`config.mk`:
```
export PLATFORM = sky130hd
export DESIGN_NAME = mem_bus_arbiter_flat
export DESIGN_NICKNAME = d
export VERILOG_FILES = /design/src/rtl/mem_bus_arbiter_if.sv /design/src/rtl/mem_bus_arbiter.sv /design/src/flat_wrapper.sv
export SDC_FILE = /design/constraint.sdc
export NUM_CORES = 1
export LEC_CHECK = 0
export CORE_AREA = 2 2 150 152
export CTS_BUF_LIST = sky130_fd_sc_hd__clkbuf_4
export DETAILED_ROUTE_END_ITERATION = 16
export DIE_AREA = 0 0 152 154
export GPL_TIMING_DRIVEN = 0
export HOLD_SLACK_MARGIN = 0.06
export SETUP_SLACK_MARGIN = 0.1
export SYNTH_ARGS = -nofsm -noshare
export SYNTH_HDL_FRONTEND = slang
export SYNTH_SLANG_ARGS = --single-unit
```
`constraint.sdc`:
```
create_clock -name clock -period 2.4 [get_ports clock]
set_clock_uncertainty 0.05 [all_clocks]
set_input_delay 0.24 -clock clock [delete_from_list [all_inputs] [get_ports clock]]
set_output_delay 0.24 -clock clock [all_outputs]
set_load 0.005 [all_outputs]
```
`src/rtl/mem_bus_arbiter_if.sv`:
```
// Shared memory-port bundle between the two cache miss ports, the arbiter and memory.
// The slave side is the arbiter. The master side is the cache/memory environment.
interface mem_bus_arbiter_if #(
    parameter int XLEN  = 32,
    parameter int TAG_W = 4
);
    logic [1:0]       icache2mem_command;
    logic [XLEN-1:0]  icache2mem_addr;
    logic [1:0]       dcache2mem_command;
    logic [XLEN-1:0]  dcache2mem_addr;
    logic [63:0]      dcache2mem_data;
    logic [1:0]       proc2mem_command;
    logic [XLEN-1:0]  proc2mem_addr;
    logic [63:0]      proc2mem_data;
    logic [TAG_W-1:0] mem2proc_response;
    logic [63:0]      mem2proc_data;
    logic [TAG_W-1:0] mem2proc_tag;
    logic [TAG_W-1:0] mem2icache_response;
    logic [TAG_W-1:0] mem2dcache_response;
    logic [63:0]      mem2cache_data;
    logic [TAG_W-1:0] mem2icache_tag;
    logic [TAG_W-1:0] mem2dcache_tag;
    logic [1:0]       gnt_debug;
    logic             err_unowned;

    modport slave (
        input  icache2mem_command, icache2mem_addr,
        input  dcache2mem_command, dcache2mem_addr, dcache2mem_data,
        input  mem2proc_response, mem2proc_data, mem2proc_tag,
        output proc2mem_command, proc2mem_addr, proc2mem_data,
        output mem2icache_response, mem2dcache_response,
        output mem2cache_data, mem2icache_tag, mem2dcache_tag,
        output gnt_debug, err_unowned
    );

    modport master (
        output icache2mem_command, icache2mem_addr,
        output dcache2mem_command, dcache2mem_addr, dcache2mem_data,
        output mem2proc_response, mem2proc_data, mem2proc_tag,
        input  proc2mem_command, proc2mem_addr, proc2mem_data,
        input  mem2icache_response, mem2dcache_response,
        input  mem2cache_data, mem2icache_tag, mem2dcache_tag,
        input  gnt_debug, err_unowned
    );
endinterface

```
`src/rtl/mem_bus_arbiter.sv`:
```
// Arbitrates the single memory port between icache and dcache and routes
// returning load tags back to whichever cache issued them.
module mem_bus_arbiter #(
    parameter int DCACHE_FIXED_PRIO = 0,
    parameter int TAG_W             = 4,
    parameter int XLEN              = 32
) (
    input  logic              clock,
    input  logic              reset,
    mem_bus_arbiter_if.slave  bus
);
    localparam logic [1:0] BUS_NONE = 2'd0;
    localparam logic [1:0] BUS_LOAD = 2'd1;
    localparam int         NTAG     = 1 << TAG_W;

    typedef enum logic {S_IDLE, S_HOLD} state_e;

    state_e            r_state;
    logic              r_hold_id;
    logic              r_last_gnt;
    logic              r_err;
    logic [NTAG-1:0]   r_own_v;
    logic [NTAG-1:0]   r_own_d;

    logic              w_ireq;
    logic              w_dreq;
    logic              w_held_req;
    logic              w_gnt_i;
    logic              w_gnt_d;
    logic              w_gnt_any;
    logic              w_acc;
    logic [1:0]        w_cmd;
    logic [TAG_W-1:0]  w_resp;
    logic [TAG_W-1:0]  w_tag;
    logic              w_ret_hit;
    logic              w_ret_d;

    assign w_ireq     = bus.icache2mem_command != BUS_NONE;
    assign w_dreq     = bus.dcache2mem_command != BUS_NONE;
    assign w_held_req = r_hold_id ? w_dreq : w_ireq;
    assign w_resp     = bus.mem2proc_response;
    assign w_tag      = bus.mem2proc_tag;

    // Grant must be combinational: memory accepts or refuses in the same cycle.
    always_comb begin
        w_gnt_i = 1'b0;
        w_gnt_d = 1'b0;
        if (!reset) begin
            if (r_state == S_HOLD && w_held_req) begin
                w_gnt_d = r_hold_id;
                w_gnt_i = !r_hold_id;
            end else if (w_ireq && !w_dreq) begin
                w_gnt_i = 1'b1;
            end else if (w_dreq && !w_ireq) begin
                w_gnt_d = 1'b1;
            end else if (w_ireq && w_dreq) begin
                w_gnt_d = (DCACHE_FIXED_PRIO != 0) || !r_last_gnt;
                w_gnt_i = !w_gnt_d;
            end
        end
    end

    assign w_gnt_any = w_gnt_i | w_gnt_d;
    assign w_acc     = w_gnt_any && (w_resp != '0);

    always_comb begin
        w_cmd             = BUS_NONE;
        bus.proc2mem_addr = '0;
        bus.proc2mem_data = '0;
        if (w_gnt_i) begin
            w_cmd             = bus.icache2mem_command;
            bus.proc2mem_addr = bus.icache2mem_addr;
        end else if (w_gnt_d) begin
            w_cmd             = bus.dcache2mem_command;
            bus.proc2mem_addr = bus.dcache2mem_addr;
            bus.proc2mem_data = bus.dcache2mem_data;
        end
    end

    assign bus.proc2mem_command    = w_cmd;
    assign bus.mem2icache_response = w_gnt_i ? w_resp : '0;
    assign bus.mem2dcache_response = w_gnt_d ? w_resp : '0;
    assign bus.mem2cache_data      = bus.mem2proc_data;
    assign bus.gnt_debug           = {w_gnt_d, w_gnt_i};
    assign bus.err_unowned         = r_err;

    assign w_ret_hit = !reset && (w_tag != '0) && r_own_v[w_tag];
    assign w_ret_d   = r_own_d[w_tag];

    assign bus.mem2icache_tag = (w_ret_hit && !w_ret_d) ? w_tag : '0;
    assign bus.mem2dcache_tag = (w_ret_hit &&  w_ret_d) ? w_tag : '0;

    always_ff @(posedge clock) begin
        if (reset) begin
            r_state    <= S_IDLE;
            r_hold_id  <= 1'b0;
            r_last_gnt <= 1'b1;
            r_err      <= 1'b0;
            r_own_v    <= '0;
            r_own_d    <= '0;
        end else begin
            if (w_acc)
                r_last_gnt <= w_gnt_d;
            case (r_state)
                S_IDLE:
                    if (w_gnt_any && w_resp == '0) begin
                        r_state   <= S_HOLD;
                        r_hold_id <= w_gnt_d;
                    end
                S_HOLD:
                    if (!w_held_req || w_acc)
                        r_state <= S_IDLE;
            endcase
            if (w_tag != '0) begin
                if (r_own_v[w_tag])
                    r_own_v[w_tag] <= 1'b0;
                else
                    r_err <= 1'b1;
            end
            // A new allocation overrides a same-cycle return of that tag.
            if (w_acc && w_cmd == BUS_LOAD) begin
                r_own_v[w_resp] <= 1'b1;
                r_own_d[w_resp] <= w_gnt_d;
            end
        end
    end
endmodule

```
`src/flat_wrapper.sv`:
```
// flat-port wrapper written by rule: the top's interface ports become plain ports
module mem_bus_arbiter_flat 
#(
    parameter int DCACHE_FIXED_PRIO = 0,
    parameter int TAG_W             = 4,
    parameter int XLEN              = 32
)
  (clock, reset, bus_icache2mem_command, bus_icache2mem_addr, bus_dcache2mem_command, bus_dcache2mem_addr, bus_dcache2mem_data, bus_mem2proc_response, bus_mem2proc_data, bus_mem2proc_tag, bus_proc2mem_command, bus_proc2mem_addr, bus_proc2mem_data, bus_mem2icache_response, bus_mem2dcache_response, bus_mem2cache_data, bus_mem2icache_tag, bus_mem2dcache_tag, bus_gnt_debug, bus_err_unowned);
  mem_bus_arbiter_if #(.XLEN(XLEN), .TAG_W(TAG_W)) bus_i ();
  input  logic clock;
  input  logic reset;
  input wire logic [$bits(bus_i.icache2mem_command)-1:0] bus_icache2mem_command;
  input wire logic [$bits(bus_i.icache2mem_addr)-1:0] bus_icache2mem_addr;
  input wire logic [$bits(bus_i.dcache2mem_command)-1:0] bus_dcache2mem_command;
  input wire logic [$bits(bus_i.dcache2mem_addr)-1:0] bus_dcache2mem_addr;
  input wire logic [$bits(bus_i.dcache2mem_data)-1:0] bus_dcache2mem_data;
  input wire logic [$bits(bus_i.mem2proc_response)-1:0] bus_mem2proc_response;
  input wire logic [$bits(bus_i.mem2proc_data)-1:0] bus_mem2proc_data;
  input wire logic [$bits(bus_i.mem2proc_tag)-1:0] bus_mem2proc_tag;
  output wire logic [$bits(bus_i.proc2mem_command)-1:0] bus_proc2mem_command;
  output wire logic [$bits(bus_i.proc2mem_addr)-1:0] bus_proc2mem_addr;
  output wire logic [$bits(bus_i.proc2mem_data)-1:0] bus_proc2mem_data;
  output wire logic [$bits(bus_i.mem2icache_response)-1:0] bus_mem2icache_response;
  output wire logic [$bits(bus_i.mem2dcache_response)-1:0] bus_mem2dcache_response;
  output wire logic [$bits(bus_i.mem2cache_data)-1:0] bus_mem2cache_data;
  output wire logic [$bits(bus_i.mem2icache_tag)-1:0] bus_mem2icache_tag;
  output wire logic [$bits(bus_i.mem2dcache_tag)-1:0] bus_mem2dcache_tag;
  output wire logic [$bits(bus_i.gnt_debug)-1:0] bus_gnt_debug;
  output wire logic [$bits(bus_i.err_unowned)-1:0] bus_err_unowned;
  assign bus_i.icache2mem_command = bus_icache2mem_command;
  assign bus_i.icache2mem_addr = bus_icache2mem_addr;
  assign bus_i.dcache2mem_command = bus_dcache2mem_command;
  assign bus_i.dcache2mem_addr = bus_dcache2mem_addr;
  assign bus_i.dcache2mem_data = bus_dcache2mem_data;
  assign bus_i.mem2proc_response = bus_mem2proc_response;
  assign bus_i.mem2proc_data = bus_mem2proc_data;
  assign bus_i.mem2proc_tag = bus_mem2proc_tag;
  assign bus_proc2mem_command = bus_i.proc2mem_command;
  assign bus_proc2mem_addr = bus_i.proc2mem_addr;
  assign bus_proc2mem_data = bus_i.proc2mem_data;
  assign bus_mem2icache_response = bus_i.mem2icache_response;
  assign bus_mem2dcache_response = bus_i.mem2dcache_response;
  assign bus_mem2cache_data = bus_i.mem2cache_data;
  assign bus_mem2icache_tag = bus_i.mem2icache_tag;
  assign bus_mem2dcache_tag = bus_i.mem2dcache_tag;
  assign bus_gnt_debug = bus_i.gnt_debug;
  assign bus_err_unowned = bus_i.err_unowned;
  mem_bus_arbiter #(.DCACHE_FIXED_PRIO(DCACHE_FIXED_PRIO), .TAG_W(TAG_W), .XLEN(XLEN)) u_core (.clock(clock), .reset(reset), .bus(bus_i));
endmodule
```
# Word level (Yosys, flattened, before mapping)
# Cells that the tools add are included.
# totals
ff_bits	36
elab_cells	82
input_bits	206
out_inout_bits	181
rom_bits	0
latchBits	0
memories	0
mem_bits_rw	0
# classes
magnitude_cmp	4
n_shift	0
n_eq_ne	1
n_reduce_logical	28
addsub	0
n_mux	37
n_bitwise	6
div_mod_pow	0
mul	0
# ops
cell	n
$mux W64	2
$mux W16	4
$mux W32	2
$mux W1	17
$and A16 B16 Y16	1
$bwmux W16	1
$mux W4	4
$not A16 Y16	1
$or A16 B16 Y16	1
$logic_and A1 B1 Y1	13
$lt A4 B5 Y1 const B	2
$bmux W1 S4	2
$demux W1 S4	2
$ge A4 B1 Y1 const B	2
$reduce_bool A4 Y1	2
$logic_not A1 Y1	7
$logic_not A4 Y1	1
$mux W2	2
$reduce_and A2 Y1	2
$reduce_bool A2 Y1	2
$eq A2 B1 Y1 const B	1
$not A1 Y1	2
$pmux W1 S2	1
$logic_or A1 B1 Y1	1
$or A1 B1 Y1	1

# Logic depth before layout (Yosys ltp)
# Gate-level depths: netlist (run 1).
# depth
depth_word	12
depth_mapped	7
ltp_nobuf	5

# Worst setup path before layout (run 1)
# Ideal clock, no wire load.
# synth_timing
path_kind	in2out
from	input port bus_mem2proc_tag[1]
to	output port bus_mem2dcache_tag[0]
cell_stages	6
slack_ns	0.541
arrival_ns	1.569
required_time_ns	2.110
path_cell_list	buf_2 > mux4_2 > mux2i_1 > mux2i_1 > a21boi_0 > and2_1
# synth_via
elab_chain_len	5
word_cells_on_any_way	9
cone_classes	mux: 5; reduce/logical: 4
# synth_lines
item	line	source
start, declared	flat_wrapper.sv:19	input wire logic [$bits(bus_i.mem2proc_tag)-1:0] bus_mem2proc_tag;
$bmux W1 S4 / $reduce_bool A4 Y1 (equally long branches)	mem_bus_arbiter.sv:87	assign w_ret_hit = !reset && (w_tag != '0) && r_own_v[w_tag];
$mux W1 (implied by the code) / $logic_and A1 B1 Y1 (equally long branches)	mem_bus_arbiter.sv:87	
$logic_and A1 B1 Y1	mem_bus_arbiter.sv:87	
$logic_and A1 B1 Y1 (*)	mem_bus_arbiter.sv:91	assign bus.mem2dcache_tag = (w_ret_hit && w_ret_d) ? w_tag : '0;
$mux W4 (*)	mem_bus_arbiter.sv:91	
end, declared	flat_wrapper.sv:27	output wire logic [$bits(bus_i.mem2dcache_tag)-1:0] bus_mem2dcache_tag;
# Mark *: on every way between the ends. The rest lies on a longest branch, timed or not. The select of a mux whose other input is x is not followed.

# Worst setup path after layout (run 1)
# layout_timing
from	register u_core.r_own_d[7]
to	output port bus_mem2dcache_tag[2]
# layout_via
elab_chain_len	4
# layout_lines
item	line	source
start, declared	mem_bus_arbiter.sv:23	logic [NTAG-1:0] r_own_d;
start signal, assigned by index	mem_bus_arbiter.sv:123	r_own_d[w_resp] <= w_gnt_d;
$bmux W1 S4	mem_bus_arbiter.sv:88	assign w_ret_d = r_own_d[w_tag];
$mux W1 (implied by the code)	mem_bus_arbiter.sv:88	
$logic_and A1 B1 Y1	mem_bus_arbiter.sv:91	
$mux W4	mem_bus_arbiter.sv:91	
# Every way passes these cells. The select of a mux whose other input is x is not followed.

==> impl_metrics.tcl, run 1 <==
set metrics [dict create \
    cp_max_fo 2 \
    die_w_um 152 \
    syn_nets 629 \
    path_class "flop to primary output" \
    cts_tree "yes" \
    rows 54 \
    overflow 0 \
    worstPathArrival_ns 2.08 \
    synthDistinctLibCells 42 \
    p_per_area_nw_per_um2 337 \
    syn_avg_cell_area_um2 7.88 \
    yosys_warnings 0 \
    grt_usage_pct 14.2 \
    worst_hold_slack_ns 0.327 \
    first_pass_iters 4 \
    cp.required_ns 2.11 \
    vias_per_cell 4.16 \
    synth_fa_ha_area_share_pct 0 \
    diodes 0 \
    muxShareOfSynthArea_pct 10.5 \
    synth_compound_area_share_pct 17.6 \
    nNetsFinal 985 \
    ant_nets 0 \
    drt_iter0_markers 140 \
    worstMarginPinSlew_ns 0.633 \
    multi_input_area_um2 2030 \
    grt_pass1_vias 4456 \
    ff2ff_setup_slack_ns 0.36 \
    finalCriticalPeriod_ns 2.37 \
    dieArea_um2 23400 \
    place_congestion 0.821 \
    final.fill_count 2273 \
    initial_utilization_pct 15.4 \
    hold_violations 0 \
    drive_gt1_share_pct 25.6 \
    maxCapViolCount 0 \
    port_buffers 318 \
    num_vias 4413 \
    fp.coreArea_um2 21700 \
    status "finished, final reports clean" \
    period_share_pct 98.9 \
    p_leak_nw 3.49 \
    yosys.area_share.simple_pct 29.6 \
    die_h_um 154 \
    ys.flop_type "dfxtp_1" \
    wire_per_inst_um 16.8 \
    syn-cell-area_um2 3330 \
    setup_viol 0 \
    hold_class "primary input to flop" \
    synth.yosys.seq_area_share_pct 21.6 \
    synth_edf_count 0 \
    synth_xor_xnor_area_share_pct 0 \
    rsz0062_at_grt "yes" \
    place.detailed.hpwl_um 15100 \
    antenna_found_initial 1 \
    worst_setup_path_start_kind "flop" \
    io_pins 387 \
    htree_levels 2 \
    cts_buffers 5 \
    ir_drop_uv 166 \
    synthCells 423 \
    drc 0 \
    cts.clk_slew.worst_paths_ns 0.13 \
    worst_setup_path_end_kind "primary output" \
    layout-area-overhead-vs-synth_pct 119 \
    regArea_um2 728 \
    grt_max_degree 14 \
    grt_pass1_wl_um 26300 \
    synth_top_family_by_area "simple AND/OR/NAND/NOR gates" \
    ys_async_sr_fraction_pct 0 \
    clockBufferDepth 2 \
    routed_wirelength_um 17800 \
    report.final.slew_viol_count 0 \
    cts-root-buf "clkbuf_4" \
    clock_sinks 36 \
    ys_seq_elements 36 \
    fmax_mhz 421 \
    clock_latency_ns 0.36 \
    max-slew-margin-rel_pct 57.6 \
    utilization_pct 33.7 \
]
-- worst paths after layout --
kind,startpoint,endpoint,depth (start not counted)
worst max-delay path,u_core.r_own_d[7],bus_mem2dcache_tag[2],7
worst min-delay path,bus_mem2proc_tag[3],u_core.bus.err_unowned,3
worst max register to register,u_core.r_state,u_core.r_own_d[11],9
worst min register to register,u_core.r_own_d[7],u_core.r_own_d[7],2
-- layer usage --
metal  global-route usage [%]  vias up  wire length (um)
li1                         -     2194                 -
met1                     16.0     2011              6890
met2                     27.1      191              9550
met3                     3.52       15              1140
met4                     2.45        2               231
met5                        0        -                11
-- layout make-up --
type	instances	share of cell area [%]
flip-flops and latches	36	9.95
plain buffers	106	11.4
clock buffers	5	0.513
clock inverters	3	0.633
inverters	3	0.222
repair buffers	349	44.8
multi-input cells	278	27.8
well taps	280	4.79
-- repair_timing --
item | in CTS | in global routing
pin swaps | 12 | 7
hold buffers | 0 | 0
gates resized for setup | 270 | 84
buffers inserted | 19 | 8
gates cloned | 5 | 0
endpoints found under the setup margin | 116 | 83
-- cell usage after synthesis (4+ instances only) --
| master | count | share of area (%) |
|---|---|---|
| nand4_1 | 17 | 3.2 |
| nand3_1 | 4 | 0.60 |
| a22o_1 | 32 | 8.4 |
| nor2b_1 | 6 | 1.1 |
| nor2_1 | 8 | 0.90 |
| and3_1 | 68 | 13 |
| and2_1 | 10 | 1.9 |
| buf_2 | 10 | 1.5 |
| nand2_1 | 26 | 2.9 |
| a21oi_1 | 20 | 3.0 |
| nor3_1 | 5 | 0.75 |
| clkbuf_1 | 26 | 2.9 |
| nor4bb_1 | 4 | 1.2 |
| mux2i_1 | 26 | 7.8 |
| nor3b_1 | 4 | 0.90 |
| o21ai_0 | 16 | 2.4 |
| nand2b_1 | 5 | 0.94 |
| mux4_2 | 4 | 2.7 |
| dfxtp_1 | 36 | 22 |
| buf_4 | 67 | 15 |
| nor4b_1 | 4 | 1.1 |
-- state kept, by name, indices dropped and copies added, names as in the netlist --
register and flops:
u_core.r_own_d 16, u_core.r_hold_id 1, u_core.r_last_gnt 1, u_core.r_own_v 16
u_core.bus.err_unowned 1, u_core.r_state 1
-- per-stage QoR --
step | cell area (um2) | setup TNS, ns | power (W) | std cells | setup slack [ns]
floorplan | 3330 | 0 | 0.00111 | 423 | 0.541
global placement | 6870 | -68.06 | 0.00189 | 1021 | -1.16
detailed placement | 6870 | -70.23 | 0.00190 | 1021 | -1.15
CTS | 7260 | 0 | 0.00245 | 1052 | 0.0190
global route | 7320 | -0.0604 | 0.00260 | 1060 | -0.0304
finish | 7320 | 0 | 0.00246 | 1060 | 0.0259
-- report_power, final --
part	leakage, nW	internal (W)	switching, W
Clock	0.0418	0.000223	0.000236
Combinational	3.15	0.000850	0.000538
Sequential	0.293	0.000608	0.00000810
-- critical path, stage by stage (launching register included) --
cell and delay (ns):
dfxtp_2 0.34, mux4_2 0.46, mux2i_1 0.23, mux2i_1 0.14, a21boi_2 0.18, buf_4 0.13
and2_4 0.15, buf_6 0.10
-- placed cells by master, fill, tap and decap left out, types with 3 or more instances in the layout --
master	instances
clkbuf_4	8
nor3b_1	4
a21oi_1	20
nor4b_1	4
buf_4	88
dfxtp_2	3
buf_2	21
buf_8	7
nand4_1	17
dlygate4sd2_1	43
clkbuf_1	13
nor3_1	5
dfxtp_1	32
and3_1	66
buf_6	14
mux2i_1	25
nor2_1	5
nor4bb_1	4
nor2b_1	6
mux4_2	4
o21ai_0	16
clkdlybuf4s15_1	39
a22o_1	32
nand2b_1	4
and2_4	4
nand2_1	25
clkdlybuf4s50_1	197
nand3_1	4
and2_1	6
clkbuf_2	22
-- cell families after synthesis --
family,Yosys count
AND/OR/NAND/NOR,167
AO/OA/AOI/OAI,81
multiplexers,30
buffers and inverters,109
flip-flops,36
Power figures use the tool's default switching activity.
==> run 2: changes to the inputs <==
Settings changed: SLEW_MARGIN set to 30.
==> results of run 2 <==
Final layout, timing and power as in run 1 (identical DEF).
==> run 3: changes to the inputs <==
Settings changed: SETUP_SLACK_MARGIN 0.1 to 0.4.
==> run 3 against run 2 <==
  * Non-clock buffer count increased by 41
  * Clock power hardly changed
  * Setup slack lost 0.0046 ns
  * Via count increased by 5.8%
  * Critical path depth is 1 higher
  * Combinational power is 41% higher
  * Critical endpoint is now bus_mem2icache_tag[1]
  * Largest cell class unchanged
==> impl_metrics.tcl, run 3 (synthesis gave the netlist of run 1 again) <==
set metrics [dict create \
    status "finished, final reports clean" \
    cp_max_fo 2 \
    cts.clk_slew.worst_paths_ns 0.12 \
    drive_gt1_share_pct 47.5 \
    clockBufferDepth 2 \
    worstMarginPinSlew_ns 0.575 \
    worstPathArrival_ns 2.09 \
    rows 54 \
    worst_setup_path_end_kind "primary output" \
    pre_cts_slack_ns -1.15 \
    drt_iter0_markers 153 \
    report.final.slew_viol_count 0 \
    cts-root-buf "clkbuf_4" \
    htree_levels 2 \
    die_w_um 152 \
    worst_slack_ns 0.0213 \
    rsz0062_at_grt "yes" \
    grt_pass1_vias 4778 \
    fp.coreArea_um2 21700 \
    fmax_mhz 420 \
    port_buffers 318 \
    clock_sinks 36 \
    ctsHoldBuffers 0 \
    final_cell_mix "clkdlybuf4s50_1, buf_6, buf_4, and3_4, buf_2" \
    first_pass_iters 4 \
    layout_commonest_cell "clkdlybuf4s50_1" \
    period_share_pct 99.1 \
    diodes 0 \
    routed_wirelength_um 18900 \
    place.detailed.hpwl_um 15100 \
    hold_start "bus_mem2proc_tag[3]" \
    max-slew-margin-rel_pct 61.3 \
    p_per_area_nw_per_um2 360 \
    reg.largest.list "u_core.r_own_d (16), u_core.r_own_v (16)" \
    ff2ff_setup_slack_ns 0.21 \
    setup_viol 0 \
    drc 0 \
    ant_nets 0 \
    path_class "flop to primary output" \
    grt_usage_pct 15.0 \
    die_h_um 154 \
    place_congestion 0.821 \
    timing.rr.end "u_core.r_own_d[11]" \
    hold_violations 0 \
    dieArea_um2 23400 \
    hold_class "primary input to flop" \
    min_path_cells 3 \
    io_pins 387 \
    cts_tree "yes" \
    cts_buffers 5 \
    clock_latency_ns 0.35 \
    ir_drop_uv 169 \
    vias_per_cell 4.24 \
    fin_total_pwr_w 0.00304 \
    worst_setup_path_start_kind "flop" \
    maxCapViolCount 0 \
    min_to "u_core.bus.err_unowned" \
    wire_per_inst_um 17.2 \
    reg2regPathDepth 11 \
    cp.required_ns 2.11 \
    overflow 0 \
    antenna_found_initial 1 \
    p_leak_nw 3.70 \
    grt_max_degree 14 \
    r2r_start "u_core.r_state" \
    initial_utilization_pct 15.4 \
    num_vias 4668 \
    grt_pass1_wl_um 27900 \
    finalCriticalPeriod_ns 2.38 \
    layout-area-overhead-vs-synth_pct 153 \
    nNetsFinal 1026 \
]
==> run 3: through the flow <==
step | cells | cell area (um2) | utilization (%) | hold slack [ns] | setup TNS (ns)
3_3_place_gp | 1021 | 6870 | 31.7 | 0.392 | -68.06
3_5_place_dp | 1021 | 6870 | 31.7 | 0.402 | -70.23
5_1_grt | 1101 | 8450 | 39.0 | 0.365 | -0.228
6_report | 1101 | 8450 | 39.0 | 0.331 | 0
4_1_cts | 1091 | 7890 | 36.4 | 0.321 | 0
2_1_floorplan | 423 | 3330 | - | 0.383 | 0
==> run 3: timing repair <==
item                                    4_1_cts  5_1_grt
resized for setup                           663      113
endpoints found under the setup margin      129      130
setup buffers                                50        8
pin swaps                                    36       47
cloned                                       12        2
hold endpoints to repair                      0        0
==> run 3: critical path: stages, from the launching register on <==
cell and delay [ns]:
dfxtp_2 0.34, mux4_2 0.51, mux2i_4 0.18, mux2i_1 0.12
a21oi_1 0.17, buf_4 0.13, buf_6 0.08, and2_4 0.12
buf_6 0.08
==> run 3: worst max-delay path by stage <==
stage	from	cells after the start	endpoint	slack [ns]
finish	u_core.r_own_d[11]	8	bus_mem2icache_tag[1]	0.02
global route	u_core.r_own_d[7]	8	bus_mem2icache_tag[2]	-0.08
CTS	u_core.r_own_d[8]	8	bus_mem2icache_tag[1]	0.02
detailed placement	bus_dcache2mem_command[1]	8	bus_proc2mem_addr[19]	-1.15
global placement	bus_dcache2mem_command[1]	8	bus_proc2mem_addr[19]	-1.16
floorplan	bus_mem2proc_tag[1]	6	bus_mem2dcache_tag[0]	0.54
==> run 3: per-layer routing <==
metal	up-vias	GRT usage, %	wire length, um
li1	2273	-	-
met1	2156	16.9	7060
met2	212	28.3	10200
met3	25	3.55	1220
met4	2	4.05	476
met5	-	0	11
==> run 3: power breakdown <==
part           total [W]  internal, W  switching, W
sequential      0.000616     0.000608    0.00000847
clock           0.000458     0.000223      0.000235
combinational    0.00196      0.00128      0.000682
total            0.00304      0.00211      0.000926
==> run 3: final cells by class <==
type,instances,area (um2)
well taps,280,350
inverters,3,23.8
clock inverters,3,46.3
multi-input cells,278,2370
flip-flops and latches,36,729
plain buffers,106,888
repair buffers,390,4000
clock buffers,5,37.5
fillers,2152,13200
